### src/rtl/pipe_if.sv
// Instruction-fetch stage: owns the PC, handshakes word reads with instruction memory and feeds the
// IF/ID register through a one-entry skid buffer. Define FETCH_PERF_CNT_EN to add fetch/stall counters.
module pipe_if #(
    parameter logic [31:0] RESET_PC = 32'h0000_0000,
    parameter logic [31:0] PC_STEP  = 32'd1
) (
    input  logic        CLK,
    input  logic        RST,
    input  logic        STALL,
    input  logic        branch_taken,
    input  logic [31:0] branch_target,
    input  logic        jump,
    input  logic [31:0] jump_target,
    output logic        imem_req,
    output logic [31:0] imem_addr,
    input  logic        imem_ack,
    input  logic [31:0] imem_rdata,
    output logic [31:0] instruction,
    output logic [31:0] PCp1F,
    output logic        validF,
    output logic        flushD
`ifdef FETCH_PERF_CNT_EN
   ,output logic [31:0] fetch_cnt,
    output logic [31:0] stall_cnt
`endif
);

    typedef enum logic {S_RUN, S_DRAIN} state_t;

    state_t      state;
    logic [31:0] pc;
    logic [31:0] pc_next;
    logic [31:0] redirect_pc;
    logic        redirect;
    logic        accept;
    logic        out_free;
    logic        skid_v;
    logic [31:0] skid_instr;
    logic [31:0] skid_pcp1;

    assign flushD      = branch_taken | jump;
    assign redirect    = flushD;
    assign redirect_pc = branch_taken ? branch_target : jump_target;
    assign pc_next     = pc + PC_STEP;

    // A read is only issued while nothing can be lost: running, skid free, out of reset.
    assign imem_req  = (state == S_RUN) && !skid_v && !RST;
    assign imem_addr = pc;
    assign accept    = imem_req && imem_ack;
    assign out_free  = !validF || !STALL;

    // NOTE: sequential state uses non-blocking assignments so every register samples pre-edge values.
    always_ff @(posedge CLK) begin
        if (RST) begin
            state       <= S_RUN;
            pc          <= RESET_PC;
            validF      <= 1'b0;
            instruction <= 32'h0;
            PCp1F       <= 32'h0;
            skid_v      <= 1'b0;
        end else if (redirect) begin
            pc          <= redirect_pc;
            validF      <= 1'b0;
            instruction <= 32'h0;
            skid_v      <= 1'b0;
            // An unanswered read must still be drained so its late data is not taken as the target.
            if (state == S_RUN)
                state <= (imem_req && !imem_ack) ? S_DRAIN : S_RUN;
            else
                state <= imem_ack ? S_RUN : S_DRAIN;
        end else begin
            if (state == S_DRAIN && imem_ack)
                state <= S_RUN;
            if (accept)
                pc <= pc_next;
            if (out_free) begin
                if (skid_v) begin
                    instruction <= skid_instr;
                    PCp1F       <= skid_pcp1;
                    validF      <= 1'b1;
                    skid_v      <= 1'b0;
                end else if (accept) begin
                    instruction <= imem_rdata;
                    PCp1F       <= pc_next;
                    validF      <= 1'b1;
                end else begin
                    instruction <= 32'h0;
                    validF      <= 1'b0;
                end
            end else if (accept) begin
                skid_v <= 1'b1;
            end
        end
    end

    // NOTE: skid payload needs no reset; skid_v guards every use of it.
    always_ff @(posedge CLK) begin
        if (!RST && !redirect && !out_free && accept) begin
            skid_instr <= imem_rdata;
            skid_pcp1  <= pc_next;
        end
    end

`ifdef FETCH_PERF_CNT_EN
    always_ff @(posedge CLK) begin
        if (RST) begin
            fetch_cnt <= 32'h0;
            stall_cnt <= 32'h0;
        end else begin
            if (accept && !redirect)
                fetch_cnt <= fetch_cnt + 32'd1;
            if (STALL && validF)
                stall_cnt <= stall_cnt + 32'd1;
        end
    end
`endif

endmodule
### config.mk
export PLATFORM = sky130hd
export DESIGN_NAME = pipe_if
export DESIGN_NICKNAME = d
export VERILOG_FILES = /design/src/rtl/pipe_if.sv
export SDC_FILE = /design/constraint.sdc
export NUM_CORES = 1
export LEC_CHECK = 0
export BUFFER_PORTS_ARGS = -buffer_cell sky130_fd_sc_hd__buf_2
export CORE_UTILIZATION = 52
export CTS_CLUSTER_SIZE = 8
export DETAILED_ROUTE_END_ITERATION = 8
export PLACE_DENSITY = 0.82
export SYNTH_ARGS = -nofsm -noshare
export SYNTH_HDL_FRONTEND = slang
export SYNTH_SLANG_ARGS = --single-unit
export TNS_END_PERCENT = 5
### constraint.sdc
create_clock -name CLK -period 8.1 [get_ports CLK]
set_input_delay 0.405 -clock CLK [delete_from_list [all_inputs] [get_ports CLK]]
set_output_delay 0.405 -clock CLK [all_outputs]
set_load 0.005 [all_outputs]
==> flow_summary.toml <==
[power]
p_leak_nw = 3.60
p_per_area_mw_per_mm2 = 211
vdd_drop_max_v = 0.000143

[critical_path]
cp.required_ns = 8.39
arrival_ns = 3.11
reg2reg_depth = 6
critPathLaunch = "imem_addr[0]"
cp-start-kind = "register"
rr_startpoint = "imem_addr[0]"
critical_path_class = "register to register"
end_kind = "register"
cp_max_fo = 10
timing.rr.end = "PCp1F[20]"
ff2ff_setup_slack_ns = 5.27

[logic_synthesis]
yosysSeqAreaShare_pct = 54.3
yosys.area.top_type = "dfxtp_1"
ys.flop_type = "dfxtp_1"
synth_edf_count = 64
synth_top_area_share_pct = 27.5
syn_nets = 824
yosys_warnings = 0
async_reset_ff_share_pct = 0
synth_area_leaders = "dfxtp_1, edfxtp_1, nor3_1, a221oi_1, nor2_1"
synth_area_mm2 = 0.00719
synth_cells = 721
ys_types = 55
avgSynthCellArea_um2 = 9.98
synth_seq_cells = 163

[timing]
tightest_slew_ns = 1.20
relSlewSlack_pct = 19.9
hold_violations = 0
layout_setup_ws_ns = 5.27
drv_slew = 0
finalSetupTns_ns = 0
skew_ns = 0.00751
layout_min_cycle_time_ns = 2.83
rsz0062_at_grt = "false"
finalCritPeriodShare_pct = 34.9
fmax_ghz = 0.354
setup_viol = 0

[die]
io_pins = 201
die_h_um = 120
rows = 42
coreArea_mm2 = 0.0133
fp.dieW_um = 120
initial_core_util_pct = 53.9
die-area_mm2 = 0.0143

[clock_network]
cts_buffers = 17
clockBufferDepth = 2
clkSinkCount = 163
clk_latency_ns = 0.43
cts_tree = "yes"
clockRootBuffer = "clkbuf_16"
clkTransAtPathRegs_ns = 0.07
cts_resized = 0
cts_max_level = 4
ctsHoldBuffers = 0
cts_setup_buffers = 0

[route]
wl_mm = 19.9
vias = 6520
ant_nets = 0
drc = 0
drt_iter0_drc = 656
routedWlPerCell_um = 18.5
avgViaCountPerCell = 6.06
drt_pass1_iterations = 5

[layout]
drive_gt1_share_pct = 29.2
layout_commonest_cell = "buf_2"
fillers = 1102
area_delta_synth_final_pct = 23.4
final_nets = 990
final_cell_area_mm2 = 0.00888
diodes = 0
final_cell_mix = "buf_2, dfxtp_1, edfxtp_1, nor2_1, nor3_1"

[grt]
grt_start_max_net_pins = 77
grt_pass1_vias = 6089
grt_pass1_wl_mm = 31.3
overflow = 0
antenna_found_initial = 0
grt_usage_pct = 28.1

[hold_path]
worstHoldStart = "imem_rdata[9]"
min_path_cells = 1
hp-class = "input port to register"
min_to = "skid_instr[9]"

[placed_design]
post_dp_cell_area_mm2 = 0.00826
io_buffers = 200
place.gp.congestion = 0.835
dp_hpwl_mm = 13.0
place_ws_ns = 5.12

[outcome]
outcome = "finished clean"

[job]
maxCapViolCount = 0
==> layout make-up <==
cell class                 instances  area, µm²  area share [%]
sequential                       163       3910            44.0
inverter                          13       48.8           0.549
clock buffer                      21        472            5.31
clock inverter                    11        151            1.70
multi-input combinational        482       3010            33.9
tap                              176        220            2.48
timing repair buffer             210       1080            12.1
==> synthesized netlist by cell type (all sizes together) (10+ instances only) <==
cell type / n
a221oi: 33
xnor2: 11
nand2b: 17
buf: 11
inv: 12
o221ai: 10
o21ai: 21
nor3: 58
nor2: 63
xor2: 21
a211oi: 13
dfxtp: 99
a22oi: 15
o211ai: 12
nand2: 46
a21oi: 39
nand3: 22
edfxtp: 64
clkbuf: 52
nor4: 10
==> stage by stage <==
stage          utilization (%)  total power (W)  cells  hold WS [ns]
3_3_place_gp              61.9          0.00105   1044         0.441
4_1_cts                   66.5          0.00188   1076         0.157
5_1_grt                   66.5          0.00193   1076         0.155
3_5_place_dp              61.9          0.00105   1044         0.445
6_report                  66.5          0.00187   1076         0.166
2_1_floorplan                -         0.000982    721         0.448
==> worst max path at each step <==
stage,endpoint,slack (ns),depth (start not counted)
2_1_floorplan,skid_instr[0],1.61,5
3_3_place_gp,imem_addr[17],5.18,6
3_5_place_dp,imem_addr[17],5.12,6
4_1_cts,PCp1F[20],5.31,6
5_1_grt,PCp1F[20],5.09,6
6_report,PCp1F[20],5.27,6
==> flip-flops by register name, summed over array words and instances, names as in the netlist <==
name,count
state,1
imem_addr,32
skid_instr,32
skid_pcp1,32
PCp1F,32
validF,1
skid_v,1
instruction,32
==> worst max-delay path, cell delays in order (launching register included) <==
cell      delay (ns)
dfxtp_1         0.45
ha_1            0.23
nand3_1         0.33
nor4_1          0.98
a21oi_1         0.20
o311ai_0        0.38
a21oi_1         0.11
==> layer usage <==
layer / GRT usage (%) / up-vias / wire (µm)
met5: 0 / - / 0
met4: 14.1 / 0 / 689
met3: 5.80 / 46 / 1440
met2: 44.4 / 302 / 9440
met1: 36.7 / 3126 / 8300
li1: - / 3046 / -
==> report_power, final <==
part           switching, W  leakage (nW)  total (W)  internal, W
Sequential        0.0000234          1.38   0.000891     0.000868
Combinational     0.0000825          1.92   0.000147    0.0000643
Clock              0.000324         0.302   0.000836     0.000512
Total              0.000429          3.60    0.00187      0.00144
==> cells by family (layout without fill, tap and decap cells) <==
group / after synthesis / in the layout / synth area share, %
and+or+nand+nor: 254 / 254 / 17.5
AOI/OAI and AO/OA: 190 / 190 / 19.2
DFF: 163 / 163 / 54.3
buffers and inverters: 76 / 255 / 4.19
xor gates and xnor gates: 32 / 32 / 3.90
muxes: 5 / 5 / 0.696
adders and majority gates: 1 / 1 / 0.174
Note: power is estimated with default switching activity, not from simulation.
